`config.mk`:
```
export PLATFORM = sky130hd
export DESIGN_NAME = thumb_encode_imm
export DESIGN_NICKNAME = d
export VERILOG_FILES = /design/src/rtl/thumb_imm_pkg.sv /design/src/rtl/thumb_imm_rot_match.sv /design/src/rtl/thumb_encode_imm.sv
export SDC_FILE = /design/constraint.sdc
export NUM_CORES = 1
export LEC_CHECK = 0
export BUFFER_PORTS_ARGS = -buffer_cell sky130_fd_sc_hd__buf_2
export CAP_MARGIN = 20
export CORE_AREA = 2 2 67 133
export CTS_BUF_LIST = sky130_fd_sc_hd__clkbuf_4 sky130_fd_sc_hd__clkbuf_8 sky130_fd_sc_hd__clkbuf_16
export DETAILED_ROUTE_END_ITERATION = 12
export DIE_AREA = 0 0 69 135
export GPL_TIMING_DRIVEN = 0
export PLACE_DENSITY = 0.95
export SYNTH_ARGS = -nofsm -noshare
export SYNTH_HDL_FRONTEND = slang
export SYNTH_SLANG_ARGS = --single-unit
```
`constraint.sdc`:
```
create_clock -name clk -period 5.4 [get_ports clk]
set_input_delay 1.08 -clock clk [delete_from_list [all_inputs] [get_ports clk]]
set_output_delay 1.08 -clock clk [all_outputs]
set_load 0.1 [all_outputs]
```
`src/rtl/thumb_imm_pkg.sv`:
```
// Shared types and constants for the Thumb-2 modified-immediate encoder.
package thumb_imm_pkg;

    typedef enum logic [1:0] {
        StIdle,
        StCheck,
        StSearch,
        StDone
    } state_e;

    localparam int unsigned ROT_FIRST = 8;
    localparam int unsigned ROT_LAST  = 31;

    localparam logic [1:0] FORM_PLAIN   = 2'b00;
    localparam logic [1:0] FORM_HALF    = 2'b01;
    localparam logic [1:0] FORM_HALF_HI = 2'b10;
    localparam logic [1:0] FORM_ALL     = 2'b11;

endpackage

```
`src/rtl/thumb_imm_rot_match.sv`:
```
// Combinational test of one rotation: does ROL(v, r) fit the {1, imm7} pattern.
module thumb_imm_rot_match (
    input  logic [31:0] v,
    input  logic [4:0]  r,
    output logic        hit,
    output logic [6:0]  imm7
);

    logic [63:0] v_dbl;
    logic [31:0] w;

    // Upper half of the doubled word shifted left is ROL(v, r).
    assign v_dbl = {v, v} << r;
    assign w     = v_dbl[63:32];
    assign hit   = (w[31:8] == 24'h0) && w[7];
    assign imm7  = w[6:0];

endmodule

```
`src/rtl/thumb_encode_imm.sv`:
```
// Iterative encoder from a 32-bit constant to the Thumb-2 modified-immediate imm12 field.
module thumb_encode_imm
    import thumb_imm_pkg::*;
(
    input  logic        clk,
    input  logic        rst,
    input  logic        in_valid,
    output logic        in_ready,
    input  logic [31:0] value,
    output logic        out_valid,
    input  logic        out_ready,
    output logic [11:0] imm12,
    output logic        encodable,
    output logic        rotated
);

    state_e      state_q, state_d;
    logic [31:0] v_q, v_d;
    logic [4:0]  r_q, r_d;
    logic [11:0] imm12_q, imm12_d;
    logic        enc_q, enc_d;
    logic        rot_q, rot_d;
    logic        out_valid_q, out_valid_d;

    logic        rot_hit;
    logic [6:0]  rot_imm7;
    logic [7:0]  b_lo, b_hi;

    assign b_lo = v_q[7:0];
    assign b_hi = v_q[15:8];

    thumb_imm_rot_match u_rot_match (
        .v    (v_q),
        .r    (r_q),
        .hit  (rot_hit),
        .imm7 (rot_imm7)
    );

    always_comb begin
        state_d     = state_q;
        v_d         = v_q;
        r_d         = r_q;
        imm12_d     = imm12_q;
        enc_d       = enc_q;
        rot_d       = rot_q;
        out_valid_d = 1'b0;

        unique case (state_q)
            StIdle: begin
                if (in_valid) begin
                    v_d     = value;
                    imm12_d = 12'h0;
                    enc_d   = 1'b0;
                    rot_d   = 1'b0;
                    state_d = StCheck;
                end
            end
            StCheck: begin
                state_d = StDone;
                enc_d   = 1'b1;
                rot_d   = 1'b0;
                if (v_q == {24'h0, b_lo}) begin
                    imm12_d = {2'b00, FORM_PLAIN, b_lo};
                end else if (v_q == {8'h0, b_lo, 8'h0, b_lo} && b_lo != 8'h0) begin
                    imm12_d = {2'b00, FORM_HALF, b_lo};
                end else if (v_q == {b_hi, 8'h0, b_hi, 8'h0} && b_hi != 8'h0) begin
                    imm12_d = {2'b00, FORM_HALF_HI, b_hi};
                end else if (v_q == {4{b_lo}} && b_lo != 8'h0) begin
                    imm12_d = {2'b00, FORM_ALL, b_lo};
                end else begin
                    enc_d   = 1'b0;
                    r_d     = 5'(ROT_FIRST);
                    state_d = StSearch;
                end
            end
            StSearch: begin
                if (rot_hit) begin
                    imm12_d = {r_q, rot_imm7};
                    enc_d   = 1'b1;
                    rot_d   = 1'b1;
                    state_d = StDone;
                end else if (r_q == 5'(ROT_LAST)) begin
                    imm12_d = 12'h0;
                    enc_d   = 1'b0;
                    rot_d   = 1'b0;
                    state_d = StDone;
                end else begin
                    r_d = r_q + 5'd1;
                end
            end
            StDone: begin
                // Result registers settle on entry; out_valid follows one cycle later.
                if (out_valid_q && out_ready) begin
                    state_d = StIdle;
                end else begin
                    out_valid_d = 1'b1;
                end
            end
            default: state_d = StIdle;
        endcase
    end

    always_ff @(posedge clk) begin
        if (rst) begin
            state_q     <= StIdle;
            v_q         <= 32'h0;
            r_q         <= 5'h0;
            imm12_q     <= 12'h0;
            enc_q       <= 1'b0;
            rot_q       <= 1'b0;
            out_valid_q <= 1'b0;
        end else begin
            state_q     <= state_d;
            v_q         <= v_d;
            r_q         <= r_d;
            imm12_q     <= imm12_d;
            enc_q       <= enc_d;
            rot_q       <= rot_d;
            out_valid_q <= out_valid_d;
        end
    end

    assign in_ready  = (state_q == StIdle);
    assign out_valid = out_valid_q;
    assign imm12     = imm12_q;
    assign encodable = enc_q;
    assign rotated   = rot_q;

endmodule

```
Yosys cells after proc, flatten, opt, wreduce, memory -nomap -nowiden. Index checks and enable logic that the tools add are counted.

Bits in registers: 54. Bits in latches: 0. Memory bits (writable): 0. Memory bits (read-only): 0. Bits of input ports: 36. Output and inout port bits: 16. Logic and storage cells: 79. Memories kept: 0.

$add $sub $neg: 1. $mul: 0. Divide/modulo/power cells: 0. Order comparisons: 0. Equal/unequal tests: 17. Shift operators: 1. Muxes and demuxes: 34. Bitwise gates (word level): 1. Reductions and logical operators: 18.

Operators with widths (count): $mux 12 (7); $shl 64x5->64 (1); $eq 24x24->1 (2); $logic_not 24->1 (2); $pmux 12 s3 (1); $mux 5 (6); $eq 24x16->1 (1); $ne 2x2->1 const B (8); $reduce_bool 8->1 (2); $mux 1 (12); $pmux 5 s2 (1); $mux 2 (4); $pmux 2 s4 (1); $reduce_and 7->1 (1); $pmux 1 s3 (2); $reduce_and 3->1 (2); $add 5x1->5 const B (1); $eq 5x5->1 const B (1); $logic_and 1x1->1 (5); $ne 5x5->1 const B (1); $eq 2x2->1 const B (2); $reduce_and 4->1 (1); $ne 3x3->1 const B (1); $reduce_bool 3->1 (1); 6 further kinds (6).

Longest topological paths before layout.
Word-level depth: 7. Depth in mapped cells: 14.

By module. From an unflattened synthesis, not the netlist that was laid out.

Cell total of the unflattened synthesis: 583. Area total of the unflattened synthesis: 5043.6 um^2.

Modules (own cells, without submodules): thumb_encode_imm (instances 1, cells each 338, area an instance 2776.4 um^2, seq. area each 1081.0 um^2); thumb_imm_rot_match (instances 1, cells each 245, area an instance 2267.2 um^2, seq. area each 0.0 um^2).

Worst setup path after synthesis. OpenSTA, ideal clock, no wires.

Path kind: register to register. From: register r_q[1]. To: register imm12_q[8], in the netlist imm12[8]. Arrival time: 2.768 ns. Setup slack: 2.553 ns. Stages on the path, launching flop included: 11. Path buffers: 2. Cells stage by stage: dfxtp_1 > buf_6 > buf_6 > mux4_2 > a211o_1 > a211o_1 > a21boi_1 > o2bb2ai_4 > o211ai_4 > a2111o_1 > o221ai_2.

Cells in the longest elaborated chain, start to end: 5. Elaborated cells on any way between the ends: 8. Those cells by class: eq/ne (2); shift (1); mux (2); reduce/logical (3).

RTL lines: start: declaration (line thumb_encode_imm.sv:19) `logic [4:0] r_q, r_d;`; start signal: assignment (line thumb_encode_imm.sv:115) `r_q <= r_d;`; $shl 64x5->64 (line thumb_imm_rot_match.sv:13) `assign v_dbl = {v, v} << r;`; $logic_not 24->1 (line thumb_imm_rot_match.sv:15) `assign hit = (w[31:8] == 24'h0) && w[7];`; $logic_and 1x1->1 (line thumb_imm_rot_match.sv:15); $ne 3x3->1 (no source line) or $mux 12 (tied branches); $reduce_and 4->1 (no source line) or $pmux 12 s3 (tied branches); end signal: assignment (line thumb_encode_imm.sv:116) `imm12_q <= imm12_d;`; end: declaration (line thumb_encode_imm.sv:20) `logic [11:0] imm12_q, imm12_d;`.

Several ways; a longest one is shown, not always the timed one. A chain may end at the register's enable or synchronous reset.

Worst setup path in the final report.
From: register r_q[0]. To: register imm12_q[0], in the netlist imm12[0].

Same word-level chain as after synthesis.

==> impl_metrics.json <==
{
  "clock-sinks": 54,
  "fin_crit_ns": 4.003,
  "vias": 5747,
  "fin_crit_sh": 0.7412,
  "total_leakage_power_nw": 2.200,
  "run_status": "finished, final reports clean",
  "routedWlPerCell_um": 25.66,
  "ys.flop_type": "dfxtp_1",
  "finalWorstSetupSlack_ns": 1.397,
  "cp.arrival_ns": 4.22,
  "antenna_cells": 0,
  "clock_tree.buffer_depth": 2,
  "yosys-top-cells-area": "dfxtp_1 (21%), mux4_2 (15%), nand2_1 (7.1%)",
  "yosys.area.top_type": "dfxtp_1",
  "synth_top_area_share": 0.2058,
  "ys_types": 65,
  "fp.dieH_um": 135,
  "design.die.area_um2": 9315,
  "dpl_worst_slack_ns": 1.821,
  "crit_chain": "buf_2 -> buf_2 -> mux4_2 -> a211oi_1 -> o211ai_1 -> a21bo_2 -> o221a_2 -> o211ai_4 -> a2111o_1 -> o21ai_1",
  "viasPerCell": 7.166,
  "drive_above_1_share": 0.1974,
  "cp-end-kind": "register",
  "avgSynthCellArea_um2": 8.143,
  "place.port_buffers": 51,
  "min_path_type": "reg -> reg",
  "grt.overflow.total": 0,
  "rsz0062_at_grt": "no",
  "wirelength_mm": 20.58,
  "ff2ff_path_depth": 10,
  "start_util": 0.6380,
  "cap_violations": 0,
  "min_path_cells": 2,
  "cp.required_ns": 5.62,
  "finClkSkew_ns": 0.01278,
  "ys_ff_latch": 54,
  "yosysMostFrequentCell": "nand2_1",
  "grtUsageTotal": 0.4412,
  "grt_pass1_wl_mm": 31.21,
  "hold_viol": 0,
  "dp_hpwl_mm": 15.66,
  "cpMostUsedCell": "buf_2",
  "hold_buffers": 0,
  "grt_max_degree": 18,
  "slew_headroom": 0.3065,
  "rrSetupSlack_ns": 1.40,
  "rows": 47,
  "syn_nets": 688,
  "synth_area_um2": 5253,
  "first_pass_iters": 5,
  "final_nets": 746,
  "antenna_found_initial": 0,
  "die_x_um": 69,
  "fmax_mhz": 249.8,
  "crit_fanout": 10,
  "hold_ws_ns": 0.4744,
  "ioPinCount": 52,
  "yosysWarnings": 0,
  "post_cts_resized": 0,
  "path_clk_slew_ns": 0.08,
  "slew_violations": 0,
  "timing.rr.start": "r_q[0]$_SDFFE_PP0P_",
  "start_kind": "register",
  "worst_pin_slew_ns": 1.034,
  "critPathBufInv": 2,
  "synthCells": 645,
  "peakVddDrop_mv": 0.3231,
  "synth-edff-count": 0,
  "finalWeightedCongestion": 1.140,
  "grt_pass1_vias": 5789,
  "ys_seq_area_frac": 0.2058,
  "placed_area_um2": 5630,
  "crit_family": "compound AO/OA/AOI/OAI gates",
  "worst_path_max_delay_cell": "a211oi_1",
  "setup.worst_path.class": "reg -> reg",
  "htreeDepth": 2,
  "clk_latency_ns": 0.31,
  "cts_root_buf": "clkbuf_16",
  "worst_path_largest_cell_delay_ns": 0.78,
  "final_area_um2": 5786,
  "drtIter0Drc": 641,
  "cts_buffers": 5,
  "synth_common_cells": "nand2_1 (100), dfxtp_1 (54), clkbuf_1 (52), a21oi_1 (47), mux4_2 (36)",
  "coreArea_um2": 8233,
  "p_per_area_nw_per_um2": 437.0,
  "r2r_end": "imm12[0]$_SDFFE_PP0P_",
  "setup_viol_count_final": 0,
  "synthArstFlopShare": 0,
  "drc": 0,
  "finalPower_mw": 2.528,
  "postRouteAntennaNets": 0,
  "holdPathEnd": "imm12[10]$_SDFFE_PP0P_",
  "syn_to_final_growth_pct": 10.15,
  "cts_tree": "yes",
  "min_from": "imm12[10]$_SDFFE_PP0P_",
  "setup_tns_ns": 0,
  "cts_setup_buffers": 0
}
per-stage QoR:
step	util	instances
floorplan	-	645
global placement	0.6839	794
detailed placement	0.6839	794
CTS	0.7027	802
global route	0.7027	802
finish	0.7027	802
cell usage in the layout, fill, tap and decap left out, types with 15 or more instances in the layout:
cell and instances:
clkbuf_1 52, a31oi_1 19, mux4_2 36, nor4_1 15, a21oi_1 47, dfxtp_1 54
xor2_1 16, buf_2 60, mux2i_1 21, nor2_1 35, nand2_1 100, and3_1 16
inv_1 19
cell families (layout without fill, tap and decap cells):
group | Yosys count | in the layout | synth area share
and+or+nand+nor | 237 | 237 | 0.2192
adders and majority gates | 7 | 7 | 0.01667
buffers and inverters | 97 | 156 | 0.08575
DFF | 54 | 54 | 0.2058
AOI/OAI and AO/OA | 160 | 160 | 0.2101
xor gates and xnor gates | 16 | 16 | 0.02668
muxes | 74 | 74 | 0.2358
power breakdown:
group / switching (mW) / internal [mW] / leakage, nW
clock network: 0.163 / 0.187 / 0.0735
registers: 0.0635 / 0.462 / 0.440
logic: 1.08 / 0.575 / 1.69
how the worst max path moves through the flow:
stage | startpoint | to | slack, ns | depth (start not counted)
4_1_cts | r_q[1]$_SDFFE_PP0P_ | imm12[8]$_SDFFE_PP0P_ | 1.80 | 11
2_1_floorplan | r_q[1]$_SDFFE_PP0P_ | imm12[8]$_SDFFE_PP0P_ | 2.55 | 10
3_3_place_gp | r_q[0]$_SDFFE_PP0P_ | imm12[8]$_SDFFE_PP0P_ | 1.85 | 10
3_5_place_dp | r_q[1]$_SDFFE_PP0P_ | imm12[8]$_SDFFE_PP0P_ | 1.82 | 11
5_1_grt | r_q[0]$_SDFFE_PP0P_ | imm12[0]$_SDFFE_PP0P_ | 1.21 | 10
6_report | r_q[0]$_SDFFE_PP0P_ | imm12[0]$_SDFFE_PP0P_ | 1.40 | 10
state kept, by name (all words and copies together), names as in the netlist:
| signal | cells |
|---|---|
| v_q | 32 |
| imm12 | 12 |
| r_q | 5 |
| state_q | 2 |
| encodable | 1 |
| out_valid | 1 |
| rotated | 1 |
layer usage:
layer,global-route usage,up-vias,part of all wire
li1,-,2517,-
met1,0.4075,2652,0.30
met2,0.7788,411,0.51
met3,0.08881,167,0.075
met4,0.4303,0,0.12
met5,0,-,0
worst min-delay path, cell delays in order (launching register included):
cell and delay (ns):
dfxtp_1 0.31, nand2_1 0.05, mux2i_1 0.06
cell type report:
class | instances | area [µm²]
Tap cell | 98 | 122.6
Inverter | 19 | 71.32
Clock inverter | 2 | 16.27
Multi-Input combinational cell | 494 | 3721
Clock buffer | 6 | 138.9
Buffer | 78 | 379.1
Timing Repair Buffer | 51 | 255.2
Sequential cell | 54 | 1081
Fill cell | 689 | 2447
Note: power is estimated with default switching activity, not from simulation.
